### config.mk
export PLATFORM = sky130hd
export DESIGN_NAME = regfile_arbiter
export DESIGN_NICKNAME = d
export VERILOG_FILES = /design/src/rtl/regfile_arbiter.sv
export SDC_FILE = /design/constraint.sdc
export NUM_CORES = 1
export LEC_CHECK = 0
export ABC_AREA = 1
export CAP_MARGIN = 20
export CORE_AREA = 2 2 112 114
export CTS_CLUSTER_DIAMETER = 30
export DETAILED_ROUTE_END_ITERATION = 12
export DIE_AREA = 0 0 114 116
export GPL_TIMING_DRIVEN = 0
export PLACE_DENSITY = 0.91
export RECOVER_POWER = 50
export SETUP_SLACK_MARGIN = 0.4
export SYNTH_ARGS = -nofsm -noshare
export SYNTH_HDL_FRONTEND = slang
export SYNTH_SLANG_ARGS = --single-unit
### constraint.sdc
create_clock -name clk -period 1.78 [get_ports clk]
set_clock_uncertainty 0.2 [all_clocks]
set_input_delay 0.356 -clock clk [delete_from_list [all_inputs] [get_ports clk]]
set_output_delay 0.356 -clock clk [all_outputs]
set_load 0.02 [all_outputs]
### src/rtl/regfile_arbiter.sv
// rtl/regfile_arbiter.sv - two-master round-robin sequencer for the shared register-file port
//
// Purpose: accepts word requests from master 0 (CPU core) and master 1 (debug/DMA),
// runs one register-file access at a time and returns data plus a one-cycle ack_.
// A timeout on rf_rdy_ keeps a dead slave from hanging either master.
//
// Ports:
//   clk, reset                  single clock, synchronous active-high reset
//   m0_req_/m1_req_             request, active low, held with fields until ack_
//   m0_addr/m1_addr             register address
//   m0_wdata/m1_wdata           write data
//   m0_we_/m1_we_               write enable, active low (1 = read)
//   m0_ack_/m1_ack_             completion strobe, active low, one cycle
//   m0_rdata/m1_rdata           read data, valid with ack_, held afterwards
//   m0_err/m1_err               set with ack_ when the access timed out
//   rf_addr, rf_d_in            register-file address and write data
//   rf_bus                      register-file read data
//   rf_we_, rf_as_, rf_cs_      register-file strobes, active low
//   rf_rdy_                     register-file ready, active low
//   gnt                         index of the granted master
//   busy                        high whenever the sequencer is not idle

module regfile_arbiter #(
    parameter int ADDR_W  = 5,
    parameter int DATA_W  = 32,
    parameter int TIMEOUT = 15
) (
    input  logic              clk,
    input  logic              reset,

    input  logic              m0_req_,
    input  logic [ADDR_W-1:0] m0_addr,
    input  logic [DATA_W-1:0] m0_wdata,
    input  logic              m0_we_,
    output logic              m0_ack_,
    output logic [DATA_W-1:0] m0_rdata,
    output logic              m0_err,

    input  logic              m1_req_,
    input  logic [ADDR_W-1:0] m1_addr,
    input  logic [DATA_W-1:0] m1_wdata,
    input  logic              m1_we_,
    output logic              m1_ack_,
    output logic [DATA_W-1:0] m1_rdata,
    output logic              m1_err,

    output logic [ADDR_W-1:0] rf_addr,
    output logic [DATA_W-1:0] rf_d_in,
    input  logic [DATA_W-1:0] rf_bus,
    output logic              rf_we_,
    output logic              rf_as_,
    output logic              rf_cs_,
    input  logic              rf_rdy_,

    output logic              gnt,
    output logic              busy
);

    localparam int CNT_W = (TIMEOUT > 2) ? $clog2(TIMEOUT) : 1;
    localparam logic [CNT_W-1:0] CNT_LAST = CNT_W'(TIMEOUT - 1);

    typedef enum logic [1:0] {
        S_IDLE    = 2'd0,
        S_ACCESS  = 2'd1,
        S_RELEASE = 2'd2
    } state_t;

    state_t            state_q;
    logic [CNT_W-1:0]  cnt_q;
    logic              last_q;
    logic              gnt_q;
    logic              busy_q;

    logic [ADDR_W-1:0] rf_addr_q;
    logic [DATA_W-1:0] rf_d_in_q;
    logic              rf_we_q;
    logic              rf_as_q;
    logic              rf_cs_q;

    logic              m0_ack_q;
    logic              m1_ack_q;
    logic [DATA_W-1:0] m0_rdata_q;
    logic [DATA_W-1:0] m1_rdata_q;
    logic              m0_err_q;
    logic              m1_err_q;

    // Arbitration: a lone requester wins; on a tie the master not served last wins.
    logic              any_req;
    logic              pick;
    logic [ADDR_W-1:0] sel_addr;
    logic [DATA_W-1:0] sel_wdata;
    logic              sel_we;

    always_comb begin
        any_req   = 1'b0;
        pick      = 1'b0;
        sel_addr  = m0_addr;
        sel_wdata = m0_wdata;
        sel_we    = m0_we_;
        any_req   = !m0_req_ || !m1_req_;
        if (!m0_req_ && !m1_req_) begin
            pick = !last_q;
        end else begin
            pick = !m1_req_;
        end
        if (pick) begin
            sel_addr  = m1_addr;
            sel_wdata = m1_wdata;
            sel_we    = m1_we_;
        end
    end

    always_ff @(posedge clk) begin
        if (reset) begin
            state_q    <= S_IDLE;
            cnt_q      <= '0;
            last_q     <= 1'b1;
            gnt_q      <= 1'b0;
            busy_q     <= 1'b0;
            rf_addr_q  <= '0;
            rf_d_in_q  <= '0;
            rf_we_q    <= 1'b1;
            rf_as_q    <= 1'b1;
            rf_cs_q    <= 1'b1;
            m0_ack_q   <= 1'b1;
            m1_ack_q   <= 1'b1;
            m0_rdata_q <= '0;
            m1_rdata_q <= '0;
            m0_err_q   <= 1'b0;
            m1_err_q   <= 1'b0;
        end else begin
            // ack_ is a single-cycle pulse; it is pulled low only on completion.
            m0_ack_q <= 1'b1;
            m1_ack_q <= 1'b1;

            case (state_q)
                S_IDLE: begin
                    if (any_req) begin
                        gnt_q     <= pick;
                        rf_addr_q <= sel_addr;
                        rf_d_in_q <= sel_wdata;
                        rf_we_q   <= sel_we;
                        rf_cs_q   <= 1'b0;
                        rf_as_q   <= 1'b0;
                        cnt_q     <= '0;
                        busy_q    <= 1'b1;
                        state_q   <= S_ACCESS;
                    end
                end

                S_ACCESS: begin
                    if (!rf_rdy_) begin
                        // rf_we_q still holds the granted direction here, so a
                        // high value marks a read whose data must be returned.
                        if (gnt_q) begin
                            m1_ack_q <= 1'b0;
                            m1_err_q <= 1'b0;
                            if (rf_we_q) begin
                                m1_rdata_q <= rf_bus;
                            end
                        end else begin
                            m0_ack_q <= 1'b0;
                            m0_err_q <= 1'b0;
                            if (rf_we_q) begin
                                m0_rdata_q <= rf_bus;
                            end
                        end
                        last_q  <= gnt_q;
                        rf_cs_q <= 1'b1;
                        rf_as_q <= 1'b1;
                        rf_we_q <= 1'b1;
                        cnt_q   <= '0;
                        state_q <= S_RELEASE;
                    end else if (cnt_q == CNT_LAST) begin
                        // Dead slave: complete with error, read data untouched.
                        if (gnt_q) begin
                            m1_ack_q <= 1'b0;
                            m1_err_q <= 1'b1;
                        end else begin
                            m0_ack_q <= 1'b0;
                            m0_err_q <= 1'b1;
                        end
                        last_q  <= gnt_q;
                        rf_cs_q <= 1'b1;
                        rf_as_q <= 1'b1;
                        rf_we_q <= 1'b1;
                        cnt_q   <= '0;
                        state_q <= S_RELEASE;
                    end else begin
                        cnt_q <= cnt_q + 1'b1;
                    end
                end

                S_RELEASE: begin
                    // Wait for the slave to drop rdy_ so a stale ready cannot
                    // complete the next access; give up after TIMEOUT cycles.
                    if (rf_rdy_ || (cnt_q == CNT_LAST)) begin
                        busy_q  <= 1'b0;
                        cnt_q   <= '0;
                        state_q <= S_IDLE;
                    end else begin
                        cnt_q <= cnt_q + 1'b1;
                    end
                end

                default: begin
                    rf_cs_q <= 1'b1;
                    rf_as_q <= 1'b1;
                    rf_we_q <= 1'b1;
                    busy_q  <= 1'b0;
                    cnt_q   <= '0;
                    state_q <= S_IDLE;
                end
            endcase
        end
    end

    assign m0_ack_  = m0_ack_q;
    assign m1_ack_  = m1_ack_q;
    assign m0_rdata = m0_rdata_q;
    assign m1_rdata = m1_rdata_q;
    assign m0_err   = m0_err_q;
    assign m1_err   = m1_err_q;
    assign rf_addr  = rf_addr_q;
    assign rf_d_in  = rf_d_in_q;
    assign rf_we_   = rf_we_q;
    assign rf_as_   = rf_as_q;
    assign rf_cs_   = rf_cs_q;
    assign gnt      = gnt_q;
    assign busy     = busy_q;

endmodule

## Yosys cells after proc, flatten, opt, wreduce, memory -nomap -nowiden

Index checks and enable logic that the tools add are counted.

| operators by class | value |
|---|---|
| $add $sub $neg | 1 |
| multiply operators | 0 |
| div/mod/pow operators | 0 |
| order comparisons | 0 |
| equal/unequal tests | 10 |
| shift operators | 0 |
| muxes and demuxes | 39 |
| bitwise gates (word level) | 4 |
| reductions and logical operators | 18 |

Operators by type and width:

| kind | count |
|---|---|
| 2-to-1 mux 32 bit | 1 |
| 2-to-1 mux 1 bit | 24 |
| 2-to-1 mux 4 bit | 4 |
| AND reduction 4 bit | 4 |
| one-hot mux 4 bit (3 select lines) | 1 |
| != test 2 bit (second input constant) | 5 |
| one-hot mux 1 bit (3 select lines) | 3 |
| AND reduction 3 bit | 3 |
| 2-to-1 mux 2 bit | 4 |
| one-hot mux 2 bit (3 select lines) | 1 |
| 2-to-1 mux 5 bit | 1 |
| adder 4 x 1 -> 4 bit (second input constant) | 1 |
| equality test 4 bit (second input constant) | 1 |
| inverter 1 bit | 4 |
| AND reduction 2 bit | 2 |
| zero test 1 bit | 3 |
| != test 3 bit (second input constant) | 1 |
| equality test 2 x 1 -> 1 bit (second input constant) | 1 |
| equality test 2 bit (second input constant) | 1 |
| zero test 2 bit | 1 |
| logical OR 1 bit | 2 |
| != test 2 x 1 -> 1 bit (second input constant) | 1 |
| nonzero test 2 bit | 1 |
| OR reduction 2 bit | 1 |
| logical AND 1 bit | 1 |

| storage, ports and cells | value |
|---|---|
| bits in registers | 116 |
| bits in latches | 0 |
| memory bits (writable) | 0 |
| memory bits (read-only) | 0 |
| input port bits | 113 |
| memories kept | 0 |

## Depth between registers and ports, before layout

Gate-level depths: netlist of run 1.

| depth | value |
|---|---|
| word-level depth | 6 |
| depth in mapped cells | 10 |
| mapped depth without buffers | 8 |

## Least setup slack after synthesis of run 1

Ideal clock, no wire load.

| timing | value |
|---|---|
| path kind | register to register |
| from | register state_q[0] |
| to | register rf_addr_q[0] (netlist: rf_addr[0]) |
| arrival | 1.288 ns |
| required time | 1.471 ns |
| slack | 0.183 ns |
| cell stages (with the launch flop) | 10 |
| path buffers | 2 |
| cells stage by stage | dfxtp_1 inv_1 ha_1 inv_1 nor2_1 buf_4 buf_2 nand3_1 nand2_1 inv_1 |

| between the ends | value |
|---|---|
| word-level cells in the longest chain between the ends | 2 |

RTL lines:

| what | RTL line | text |
|---|---|---|
| from (decl) | 68 | `state_t state_q;` |
| from (signal assigned) | 115 | `state_q <= S_IDLE;` |
| from (signal assigned) | 147 | `state_q <= S_ACCESS;` |
| from (signal assigned) | 173 | `state_q <= S_RELEASE;` |
| zero test 2 bit | 136 | `case (state_q)` |
| AND reduction 2 bit (no line) | -- |  |
| to (signal assigned) | 140 | `rf_addr_q <= sel_addr;` |
| to (decl) | 74 | `logic [ADDR_W-1:0] rf_addr_q;` |

Every way passes these cells.
A chain may end at the register's enable or synchronous reset.

## Worst setup path in the final report of run 1

| timing | value |
|---|---|
| from | register state_q[1] |
| to | register m1_rdata_q[1] (netlist: m1_rdata[1]) |

| between the ends | value |
|---|---|
| word-level cells in the longest chain between the ends | 2 |

RTL lines:

| what | RTL line | text |
|---|---|---|
| equality test 2 x 1 -> 1 bit | 136 |  |
| AND reduction 4 bit (no line) | -- |  |
| to (signal assigned) | 159 | `m1_rdata_q <= rf_bus;` |
| to (decl) | 83 | `logic [DATA_W-1:0] m1_rdata_q;` |

Every way passes these cells.

==> impl_metrics.ini, run 1 <==
[drt]
via_per_inst = 5.203
drc = 0
dr.max_layer_used = met4
dr.first_iter.drc_count = 505
ant_nets = 0
m1WireLength_um = 7597
met2_length_um = 10520
wl_met3_um = 2189
num_vias = 6009
wirelength_um = 21180
post_drt_wl_per_cell_um = 18.33
first_pass_iters = 4

[die]
ioPinCount = 223
die_x_um = 114
die_h_um = 116
core-area_um2 = 11910
fp.dieArea_um2 = 13220
placementRows = 40
start_util = 0.4063

[timing]
max_freq_mhz = 570.2
hold_viol = 0
period_needed_ns = 1.754
fin_tns_setup_ns = 0
rsz0062_at_grt = yes
final-setup-viol-count = 0
fin_crit_sh = 0.9853
slew_headroom = 0.6092
whs_ns = 0.2229
max_slew.worst_pin.slew_ns = 0.5862
maxSlewViolCount = 0
timing.final.ws_setup_ns = 0.02614

[clock_network]
h-tree-depth = 4
root_buffer = clkbuf_16
clockBufferDepth = 2
clkLatencyLatePin_ns = 0.41
cts_sinks = 116
cts_tree = yes
cts_made_buffers = 17
clk_pin_slew_worst_paths_ns = 0.05

[run_status]
run_status = completed

[global_routing]
grt_pass1_vias = 5805
antenna_found_initial = 0
track_usage = 0.2818
grt-ovfl-total = 0
grt_max_degree = 17
grt_pass1_wl_um = 28750

[synth]
yosysWarnings = 0
synth_ff_type = dfxtp_1
synth.ff_latch_count = 116
synth_top_area_cell = dfxtp_1
synth_top_area_frac = 0.4798
synth_cell_types = 18
ys_seq_area_frac = 0.4798
synth_area_um2 = 4840
synth_nets = 823
synth_edf_count = 0
postSynth.asyncResetShare = 0
synthesis.instances = 705
synth_area_leaders = dfxtp_1, nor2_1, nand2_1
postSynthAreaPerCell_um2 = 6.865

[critical_path]
max_stage_delay_ns = 0.33
cp-start-kind = flip-flop
cp_cell_sequence = inv_4, ha_4, nand2_4, nor3_4, buf_8, inv_8, buf_8, nor2_1, nor2_1
crit_path_top_delay_cell = dfxtp_2
criticalPathCategory = flip-flop to flip-flop
crit_fanout = 8
required_ns = 1.87
cp.arrival_ns = 1.85
end_kind = flip-flop

[placement]
pre_cts_ws_ns = -0.4173
routabilityCongestion = 0.8386
place.port_buffers = 221
hpwl_um = 11820

[finish]
n_antenna_cell = 0
final_util = 0.7660
syn_to_final_growth_pct = 88.52
drive_gt1_frac = 0.3175
layout.nets = 1115
n_fill_cell = 761

[power]
vdd_drop_max_v = 0.0008130
powerDensity_nw_per_um2 = 1112
p_leak_nw = 4.343

[worst_hold_path]
hp-class = input port to flip-flop

[flow_run]
drv_cap = 0
[report_power, final]
part	leakage, nW	switching (mW)	internal [mW]
registers	0.956	0.269	2.95
logic	3.11	1.77	1.75
clock network	0.281	1.20	2.21
[area by class of cell]
class / instances / area [um2] / area share
plain buffers: 42 / 439.2 / 0.04813
flip-flops and latches: 116 / 2361 / 0.2588
clock buffers: 20 / 446.7 / 0.04896
inverters: 59 / 246.5 / 0.02702
well taps: 147 / 183.9 / 0.02016
multi-input cells: 488 / 2440 / 0.2674
repair buffers: 273 / 2873 / 0.3149
clock inverters: 10 / 133.9 / 0.01467
[kinds of logic after synthesis]
kind of cell | Yosys count | synth area share
AND/OR/NAND/NOR | 404 | 0.3335
adder cells (fa/ha/maj) | 5 | 0.01293
AO/OA/AOI/OAI | 79 | 0.08221
flip-flops | 116 | 0.4798
buffers and inverters | 101 | 0.09152
[metal layers]
| layer | global-route usage | vias up |
|---|---|---|
| met5 | 0 | - |
| met4 | 0.1463 | 0 |
| met3 | 0.1098 | 80 |
| met2 | 0.4976 | 348 |
| met1 | 0.2909 | 2802 |
| li1 | - | 2779 |
[cell usage after synthesis (all sizes together) (2+ instances only)]
cell / count
a21oi: 9
o21ai: 69
buf: 29
nand2: 138
nor3: 2
nand3: 54
ha: 5
clkbuf: 13
inv: 59
nor2: 208
dfxtp: 116
[flip-flops by register name, indices dropped and copies added, names as in the netlist]
register  flops
gnt           1
m1_rdata     32
m0_rdata     32
m1_err        1
m1_ack_       1
rf_cs_        1
state_q       2
m0_err        1
rf_d_in      32
rf_addr       5
m0_ack_       1
last_q        1
cnt_q         4
rf_we_        1
busy          1
[final timing paths]
path,from,to,slack (ns),depth (start not counted)
worst max register to register,state_q[1],m1_rdata[1],0.03,9
worst max-delay path,state_q[1],m1_rdata[1],0.03,9
worst min-delay path,m1_req_,busy,0.22,4
worst min register to register,busy,busy,0.27,2
[cell usage in the layout (no fill, tap or decap), types with 4 or more instances in the layout]
cell             count
dfxtp_4              5
clkinv_2             4
dfxtp_2             16
buf_8               16
nand3_1             45
dfxtp_1             95
nor2_1             153
inv_1               48
nor2_2              40
clkbuf_1            22
inv_4                4
clkbuf_16           26
buf_4               29
nor2_4              15
inv_2                5
o21ai_0             57
nand2_2              4
o21ai_1             10
nand2_1            132
a21oi_1              7
clkdlybuf4s50_1    108
nand3_2              6
buf_6              117
[per-stage QoR]
stage                     power [mW]  area, um2  cells
after detailed placement       5.782       7313   1073
after global placement         5.730       7313   1073
after CTS                      9.653       8685   1131
after global routing           10.56       9124   1155
after floorplan                4.570       4917    705
final                          10.14       9124   1155
[what timing repair did]
| action | CTS | global route |
|---|---|---|
| gates resized for setup | 858 | 122 |
| endpoints found under the setup margin | 226 | 226 |
| hold buffers | 0 | 0 |
| setup buffers | 21 | 14 |
| gates cloned | 7 | 10 |
| pin swaps | 10 | 20 |
[critical path: cells and delay by family, from the launching register on]
kind	cells	cell delay [ns]
DFF	1	0.33
adders and majority gates	1	0.14
buffers and inverters	4	0.48
and+or+nand+nor	4	0.48
(Power assumes the default switching activity.)
==> run 2: changes to the inputs <==
Settings changed: CORE_AREA 2 2 112 114 to 2 2 118 120, DIE_AREA 0 0 114 116 to 0 0 120 122, PLACE_DENSITY 0.91 to 0.87.
Clock period 1.78 ns to 1.5 ns, I/O delays scaled along.
==> impl_metrics.ini, run 2 (synthesis gave the netlist of run 1 again) <==
[drt]
ant_nets = 0
dr.first_iter.drc_count = 483
via_per_inst = 4.967
wirelength_um = 19800
post_drt_wl_per_cell_um = 16.75
first_pass_iters = 5
num_vias = 5871
drc = 0

[clock_network]
clk_pin_slew_worst_paths_ns = 0.06
clkLatencyLatePin_ns = 0.42
cts_sinks = 116
root_buffer = clkbuf_16
cts_made_buffers = 17
cts_tree = yes
hold_buffers = 0
h-tree-depth = 4
clockBufferDepth = 2

[timing]
max_slew.worst_pin.slew_ns = 0.6781
fin_tns_setup_ns = -10.41
fin_crit_sh = 1.119
maxSlewViolCount = 0
period_needed_ns = 1.678
hold_viol = 0
final-setup-viol-count = 106
whs_ns = 0.1823
slew_headroom = 0.5479
timing.final.ws_setup_ns = -0.1784
max_freq_mhz = 595.8
rsz0062_at_grt = yes

[critical_path]
max_stage_delay_ns = 0.36
crit_fanout = 9
end_kind = flip-flop
cp_cell_sequence = inv_4, ha_4, inv_4, nor2_4, buf_12, buf_12, nor2_2, nor2_1, nand2_1, inv_1
regToRegSetupSlack_ns = -0.18
cp.arrival_ns = 1.85
cp-start-kind = flip-flop
crit_path_end = rf_d_in[16]
regToRegEndpoint = rf_d_in[16]
critical_path.top_delay_family = buffers and inverters
path_buf_inv = 5
criticalPathCategory = flip-flop to flip-flop
crit_start = state_q[0]
rr_worst_depth = 10
worst-path-stages = 10
r2r_start = state_q[0]
crit_path_top_delay_cell = dfxtp_4
required_ns = 1.67

[global_routing]
grt_pass1_vias = 5120
grt-ovfl-total = 0
antenna_found_initial = 0
grt_pass1_wl_um = 26460
grt_max_degree = 17
track_usage = 0.2336

[finish]
layout.nets = 1107
layoutNonFillerInstCount = 1182
layout.cells.most_common = nor2_1
final_cell_mix = nor2_1, nand2_1, buf_6, clkdlybuf4s50_1, dfxtp_2
drive_gt1_frac = 0.4351
final_util = 0.6975
fin_area_um2 = 9419
syn_to_final_growth_pct = 94.62
n_antenna_cell = 0

[placement]
routabilityCongestion = 0.8613
placedCellCount = 1106
place.port_buffers = 221
placed_area_um2 = 7395
pre_cts_ws_ns = -0.6848
hpwl_um = 11550

[run_status]
violations = negative setup slack
run_status = finished, violations left

[power]
power_switching_mw = 3.956
seqPwrFrac = 0.318
switching_share = 0.3240
p_int_mw = 8.254
powerDensity_nw_per_um2 = 1296
vdd_drop_max_v = 0.0006197
p_leak_nw = 4.425
combPwrFrac = 0.349
total_power_mw = 12.21
power.share.clock = 0.333

[die]
placementRows = 43
core-area_um2 = 13500
start_util = 0.3584
die_h_um = 122
fp.dieArea_um2 = 14640
ioPinCount = 223
die_x_um = 120

[flow_run]
drv_cap = 0

[worst_hold_path]
worstHoldStart = reset
hp-class = input port to flip-flop
run 2: worst min path at each step:
stage                             end  slack (ns)  cells past startpoint
after global routing      rf_d_in[31]        0.20                      4
after CTS                 rf_d_in[31]        0.16                      4
after floorplan           m0_rdata[0]        0.23                      2
after global placement           busy        0.25                      2
final                     rf_d_in[31]        0.18                      4
after detailed placement       rf_cs_        0.25                      2
run 2: timing repair:
action / 4_1_cts / 5_1_grt
pin swaps: 11 / 24
setup endpoints to repair: 226 / 226
setup buffers: 11 / 19
resized for setup: 881 / 109
gates cloned: 6 / 8
run 2: power by group through the flow:
| stage | combinational (mW) | clock (mW) | sequential (mW) |
|---|---|---|---|
| 3_5_place_dp | 3.08 | 0 | 3.75 |
| 5_1_grt | 4.52 | 4.28 | 3.91 |
| 6_report | 4.26 | 4.07 | 3.88 |
| 3_3_place_gp | 3.04 | 0 | 3.74 |
| 2_1_floorplan | 1.25 | 0 | 4.19 |
| 4_1_cts | 3.55 | 4.11 | 3.85 |
run 2: tightest hold or removal path, delay by kind of cell:
kind	cells	cell delay, ns
and+or+nand+nor	2	0.20
buffers and inverters	2	0.26
run 2: cell type report:
cell class	count	area, um2
clock inverter	11	126.4
sequential	116	2465
fill	987	4085
clock buffer	21	470.5
multi-input combinational	488	2575
timing repair buffer	265	2861
buffer	42	449.2
inverter	59	246.5
tap	180	225.2
run 2: layer usage:
layer / vias up / routed length, um / track usage
met3: 82 / 1124 / 0.05431
li1: 2769 / - / -
met4: 0 / 834 / 0.1125
met2: 260 / 10100 / 0.3924
met1: 2760 / 7734 / 0.2821
met5: - / 0 / 0
